**src/rtl/bram_capture_ctrl_if.sv**
```systemverilog
// bram_capture_ctrl_if: capture control/status bundle between the sample pipeline, BRAM port and CSR bank
interface bram_capture_ctrl_if #(
  parameter int ADDR_WIDTH  = 13,
  parameter int DECIM_WIDTH = 8
);
  logic                   start;
  logic [ADDR_WIDTH-1:0]  sync_addr;
  logic [ADDR_WIDTH-1:0]  length;
  logic [DECIM_WIDTH-1:0] decim;
  logic                   continuous;
  logic                   wen;
  logic [ADDR_WIDTH-1:0]  count;
  logic                   last;
  logic                   busy;
  logic                   done;
  logic                   timeout;
  modport master (
    output start, sync_addr, length, decim, continuous,
    input  wen, count, last, busy, done, timeout
  );
  modport slave (
    input  start, sync_addr, length, decim, continuous,
    output wen, count, last, busy, done, timeout
  );
endinterface

```
**src/rtl/bram_capture_ctrl.sv**
```systemverilog
// bram_capture_ctrl: sync-aligned BRAM capture window generator; optional CAPTURE_COUNTER_EN adds a window counter
module bram_capture_ctrl #(
  parameter int ADDR_WIDTH  = 13,
  parameter int DECIM_WIDTH = 8
) (
  input logic clk,
  input logic rst,
  bram_capture_ctrl_if.slave bus
`ifdef CAPTURE_COUNTER_EN
  ,
  output logic [31:0] capture_cnt
`endif
);
  typedef enum logic [1:0] {IDLE, WAIT_SYNC, CAPTURE, DONE} state_t;
  state_t                 state_q, state_d;
  logic [ADDR_WIDTH-1:0]  len_q, len_d;
  logic [DECIM_WIDTH-1:0] decim_q, decim_d;
  logic                   cont_q, cont_d;
  logic [ADDR_WIDTH-1:0]  wait_q, wait_d;
  logic [DECIM_WIDTH-1:0] dec_q, dec_d;
  logic                   wen_q, wen_d;
  logic [ADDR_WIDTH-1:0]  count_q, count_d;
  logic                   last_q, last_d;
  logic                   busy_q, busy_d;
  logic                   done_q, done_d;
  logic                   timeout_q, timeout_d;
  // Next state and registered outputs; last is precomputed so it lines up with its wen
  always_comb begin
    state_d   = state_q;
    len_d     = len_q;
    decim_d   = decim_q;
    cont_d    = cont_q;
    wait_d    = wait_q;
    dec_d     = dec_q;
    wen_d     = 1'b0;
    count_d   = count_q;
    done_d    = done_q;
    timeout_d = timeout_q;
    case (state_q)
      IDLE, DONE: if (bus.start) begin
        state_d   = WAIT_SYNC;
        len_d     = bus.length;
        decim_d   = bus.decim;
        cont_d    = bus.continuous;
        done_d    = 1'b0;
        timeout_d = 1'b0;
        wait_d    = '0;
        count_d   = '0;
      end
      WAIT_SYNC: begin
        wait_d = wait_q + 1'b1;
        if (bus.sync_addr == '0) begin
          state_d = CAPTURE;
          wen_d   = 1'b1;
          count_d = '0;
          dec_d   = '0;
        end else if (&wait_q) begin
          state_d   = DONE;
          timeout_d = 1'b1;
          done_d    = 1'b1;
        end
      end
      CAPTURE: begin
        done_d  = 1'b0;
        dec_d   = (dec_q == decim_q) ? '0 : dec_q + 1'b1;
        wen_d   = dec_d == '0;
        count_d = wen_q ? count_q + 1'b1 : count_q;
        if (wen_q && last_q) begin
          done_d  = 1'b1;
          count_d = cont_q ? '0 : count_q;
          state_d = cont_q ? CAPTURE : DONE;
          wen_d   = cont_q && wen_d;
        end
      end
      default: state_d = IDLE;
    endcase
    last_d = wen_d && (count_d == len_q - 1'b1);
    busy_d = (state_d == WAIT_SYNC) || (state_d == CAPTURE);
  end
  // State and output registers
  always_ff @(posedge clk) begin
    if (rst) begin
      state_q   <= IDLE;
      len_q     <= '0;
      decim_q   <= '0;
      cont_q    <= 1'b0;
      wait_q    <= '0;
      dec_q     <= '0;
      wen_q     <= 1'b0;
      count_q   <= '0;
      last_q    <= 1'b0;
      busy_q    <= 1'b0;
      done_q    <= 1'b0;
      timeout_q <= 1'b0;
    end else begin
      state_q   <= state_d;
      len_q     <= len_d;
      decim_q   <= decim_d;
      cont_q    <= cont_d;
      wait_q    <= wait_d;
      dec_q     <= dec_d;
      wen_q     <= wen_d;
      count_q   <= count_d;
      last_q    <= last_d;
      busy_q    <= busy_d;
      done_q    <= done_d;
      timeout_q <= timeout_d;
    end
  end
  assign bus.wen     = wen_q;
  assign bus.count   = count_q;
  assign bus.last    = last_q;
  assign bus.busy    = busy_q;
  assign bus.done    = done_q;
  assign bus.timeout = timeout_q;
`ifdef CAPTURE_COUNTER_EN
  logic [31:0] capture_cnt_q, capture_cnt_d;
  // Completed-window tally; survives start, cleared only by reset
  always_comb capture_cnt_d = capture_cnt_q + {31'd0, wen_q && last_q};
  // Window tally register
  always_ff @(posedge clk) capture_cnt_q <= rst ? '0 : capture_cnt_d;
  assign capture_cnt = capture_cnt_q;
`endif
endmodule
```
**src/flat_wrapper.sv**
```systemverilog
// flat-port wrapper written by rule: the top's interface ports become plain ports
module bram_capture_ctrl_flat 
#(
  parameter int ADDR_WIDTH  = 13,
  parameter int DECIM_WIDTH = 8
)
  (clk, rst, bus_start, bus_sync_addr, bus_length, bus_decim, bus_continuous, bus_wen, bus_count, bus_last, bus_busy, bus_done, bus_timeout);
  bram_capture_ctrl_if #(.ADDR_WIDTH(ADDR_WIDTH), .DECIM_WIDTH(DECIM_WIDTH)) bus_i ();
  input logic clk;
  input logic rst;
  input wire logic [$bits(bus_i.start)-1:0] bus_start;
  input wire logic [$bits(bus_i.sync_addr)-1:0] bus_sync_addr;
  input wire logic [$bits(bus_i.length)-1:0] bus_length;
  input wire logic [$bits(bus_i.decim)-1:0] bus_decim;
  input wire logic [$bits(bus_i.continuous)-1:0] bus_continuous;
  output wire logic [$bits(bus_i.wen)-1:0] bus_wen;
  output wire logic [$bits(bus_i.count)-1:0] bus_count;
  output wire logic [$bits(bus_i.last)-1:0] bus_last;
  output wire logic [$bits(bus_i.busy)-1:0] bus_busy;
  output wire logic [$bits(bus_i.done)-1:0] bus_done;
  output wire logic [$bits(bus_i.timeout)-1:0] bus_timeout;
  assign bus_i.start = bus_start;
  assign bus_i.sync_addr = bus_sync_addr;
  assign bus_i.length = bus_length;
  assign bus_i.decim = bus_decim;
  assign bus_i.continuous = bus_continuous;
  assign bus_wen = bus_i.wen;
  assign bus_count = bus_i.count;
  assign bus_last = bus_i.last;
  assign bus_busy = bus_i.busy;
  assign bus_done = bus_i.done;
  assign bus_timeout = bus_i.timeout;
  bram_capture_ctrl #(.ADDR_WIDTH(ADDR_WIDTH), .DECIM_WIDTH(DECIM_WIDTH)) u_core (.clk(clk), .rst(rst), .bus(bus_i));
endmodule
```
**config.mk**
```make
export PLATFORM = sky130hd
export DESIGN_NAME = bram_capture_ctrl_flat
export DESIGN_NICKNAME = d
export VERILOG_FILES = /design/src/rtl/bram_capture_ctrl_if.sv /design/src/rtl/bram_capture_ctrl.sv /design/src/flat_wrapper.sv
export SDC_FILE = /design/constraint.sdc
export NUM_CORES = 1
export LEC_CHECK = 0
export BUFFER_PORTS_ARGS = -buffer_cell sky130_fd_sc_hd__buf_2
export CORE_UTILIZATION = 55
export CTS_BUF_LIST = sky130_fd_sc_hd__clkbuf_4 sky130_fd_sc_hd__clkbuf_8
export CTS_CLUSTER_DIAMETER = 100
export DETAILED_ROUTE_END_ITERATION = 10
export HOLD_SLACK_MARGIN = 0.12
export PLACE_DENSITY = 0.89
export SLEW_MARGIN = 10
export SYNTH_ARGS = -nofsm -noshare
export SYNTH_HDL_FRONTEND = slang
export SYNTH_SLANG_ARGS = --single-unit
```
**constraint.sdc**
```tcl
create_clock -name clk -period 3.4 [get_ports clk]
set_clock_uncertainty 0.15 [all_clocks]
set_input_delay 0 -clock clk [delete_from_list [all_inputs] [get_ports clk]]
set_output_delay 0 -clock clk [all_outputs]
set_load 0.02 [all_outputs]
```
==> impl_results.md <==
* Tcrit/Tclk final at 92.21%
* Min Tclk post-route at 3135 ps
* Maximum single-stage delay on the critical path at 610 ps
* Total power at 1750 uW
* Vias in the first global route at 3,936
* Width of the chip at 85.34 um
* Layout cell share with drive strength beyond 1 at 15.17%
* Gr ovfl total at 0
* Int Power at 1184 uW
* TritonCTS clock tree: done
* Cell area after synthesis at 3820 um2
* Gate power share at 19.9%
* Slew HR at 46.18%
* Netlist cell types at 63
* Switching power at 566.0 uW
* Die ar. at 7283 um2
* Starting DRT DRC Count at 462
* H-tree depth at 3
* Overall Global Routing Usage at 31.76%
* CTS buffer count at 9
* Worst EP required at 3510 ps
* Leak Pwr at 0.001916 uW
* Clock latency at the later pin of the worst-skew pair at 350 ps
* CP startpoint kind: primary input
* Final Hold Fails at 0
* Initial Util at 56.54%
* Worst-margin pin slew at 799.9 ps
* Worst vdd ir at 0.3040 mV
* Area growth, synth to finish at 25.16%
* HP Class: primary input to flop
* Row count at 30
* Clk pin slew, worst setup/hold paths at 80 ps
* Post-Synthesis Net Count at 543
* Core ar. at 6756 um2
* DRC viols at 0
* Antenna-violating nets left at 0
* # Max-Cap Violations at 0
* Number of synthesized flops with an enable pin at 0
* Vias at 4,083
* Outcome: finished clean
* CP cell instances: dlygate4sd3_1, buf_2, nor4_2, dlygate4sd3_1, nand4_1, buf_4, or4_1, o221ai_2, o211ai_1, or4_1, nor4_2
* Routed wire per std cell at 16.55 um
* CP Class: primary input to flop
* R2R Setup Slk at 330 ps
* Final HPWL DP at 7.067 mm
* Fmax at 318.9 MHz
* Fillcell total at 525
* N_diodes at 0
* Final nets at 639
* Placer Congestion at 0.9177
* Crit-path max FO at 8
* Crit-path slowest cell: dlygate4sd3_1
* Clock network power share at 35.2%
* Initial antenna violation count at 0
* Total negative slack at 0 ps
* RSZ-0062 raised after global routing: no
* Synthesized flop and latch total at 63
* CTS max path bufs at 2
* Synth Flop Type: dfxtp_1
* CP Capture Type: flop
* Io pins at 56
* Sw frac at 32.34%
* # port buffers at 55
* Clk sinks at 63
* TritonRoute pass-1 iters at 6
* Top post-synthesis cells by area: dfxtp_1 (33%), nand2_1 (7.2%), a21oi_1 (6.0%)
* # setup viols final at 0
* Worst Path Arrival at 3250 ps
* Final WL at 11.26 mm
* Syn Area/Cell at 7.655 um2
* Sequential fraction of the synthesis area at 33.02%
* Sequential Power Share at 44.9%
* Syn. warnings at 0
* Die Ht at 85.34 um
* Vias per cell at 6.004
* Pwr/cell area at 366.1 nW/um2
* Async set or reset register ratio after synthesis at 0%
* Root Buffer: clkbuf_8
* First-pass GRT wire length at 18.17 mm
* Area leader, netlist: dfxtp_1
* Pin count of the biggest net entering global routing at 54
* Post-synth top area share at 33.02%
* Final Max Slew Viols at 0
* Synthesized instance count at 499
layout make-up:
type                            instances  area, um2  share of cell area (%)
Inverter                               17      63.81                   1.335
Tap cell                               80      100.1                   2.094
Clock inverter                          7      56.30                   1.178
Multi-Input combinational cell        392       2352                   49.20
Sequential cell                        63       1261                   26.38
Timing Repair Buffer                  112      823.3                   17.22
Clock buffer                            9      123.9                   2.591
routing by layer:
layer | vias up | part of all wire [%] | track usage (%) | wire, um
met4 | 0 | 1.8 | 13.94 | 201
met3 | 19 | 7.5 | 6.031 | 844
met5 | - | 0 | 0 | 0
li1 | 1987 | - | - | -
met1 | 1851 | 43 | 39.21 | 4813
met2 | 226 | 48 | 54.03 | 5395
repair_timing:
action,4_1_cts,5_1_grt
setup buffers,0,0
hold buffers,48,0
resized for setup,0,0
hold endpoints to repair,45,0
stage by stage:
stage | area [um2] | hold WS [ps] | setup slack [ps] | instances | util, %
2_1_floorplan | 3820 | -14.03 | 456.4 | 499 | -
6_report | 4781 | 173.0 | 264.7 | 680 | 70.76
4_1_cts | 4781 | 152.3 | 320.8 | 680 | 70.76
5_1_grt | 4781 | 191.1 | 137.8 | 680 | 70.76
3_5_place_dp | 4120 | 95.89 | 392.2 | 616 | 60.98
3_3_place_gp | 4120 | 91.53 | 462.7 | 616 | 60.98
kinds of logic (layout without fill, tap and decap cells):
kind of cell	Yosys count	count (layout)	synth area share, %
simple gates	232	232	30.46
compound gates	117	117	19.62
flops	63	63	33.02
buf+inv	44	145	5.404
xor+xnor	31	31	7.959
fa+ha+maj	6	6	1.965
mux	6	6	1.572
layout by cell type, fill, tap and decap left out, drive strengths merged, types with 8 or more instances in the layout:
cell | synthesis | final
nor3 | 13 | 13
xor2 | 16 | 16
dlygate4sd3 | 0 | 48
a21oi | 46 | 46
and3 | 8 | 8
xnor2 | 14 | 14
nand4 | 11 | 11
buf | 11 | 64
nor4 | 15 | 15
a31oi | 9 | 9
dfxtp | 63 | 63
nand3 | 18 | 18
o211ai | 10 | 10
o21ai | 17 | 17
nor2 | 51 | 51
nand2 | 73 | 73
or3 | 11 | 11
clkbuf | 15 | 9
inv | 17 | 19
synth_stat cells, types with 6 or more instances:
cell type	number
xnor2_1	13
nand2b_1	6
nor3_1	13
dfxtp_1	63
nand4_1	11
o21ai_0	16
a31oi_1	9
nor4_1	11
xor2_1	16
or3_1	11
clkbuf_1	15
mux2i_1	6
nand2_1	73
nand3_1	18
a21oi_1	46
ha_1	6
inv_1	16
nor2_1	51
and3_1	7
o211ai_1	10
sequential cells by signal (all words and copies together), names as in the netlist:
signal,flops
u_core.bus.count,13
u_core.len_q,13
u_core.wait_q,13
u_core.dec_q,8
u_core.decim_q,8
u_core.state_q,2
u_core.bus.busy,1
u_core.bus.done,1
u_core.bus.last,1
u_core.bus.timeout,1
u_core.bus.wen,1
u_core.cont_q,1
worst paths after layout:
kind                          start               to  depth (start not counted)
setup / recovery  bus_sync_addr[12]  u_core.bus.last                         11
hold / removal     bus_sync_addr[5]   u_core.bus.wen                          6
setup reg to reg  u_core.state_q[0]  u_core.bus.last                          9
hold reg to reg     u_core.bus.done  u_core.bus.done                          2
critical path: cells and delay by family:
kind,cells,cell delay [ps]
AOI/OAI and AO/OA,2,210
buffers and inverters,4,1450
and+or+nand+nor,5,1590
power by group through the flow:
stage / Clock [uW] / Combinational [uW] / Sequential [uW]
after global routing: 645 / 383 / 789
final: 615 / 348 / 786
after global placement: 0 / 279 / 801
after CTS: 607 / 334 / 785
after detailed placement: 0 / 287 / 802
after floorplan: 0 / 209 / 800
Power figures use the tool's default switching activity.
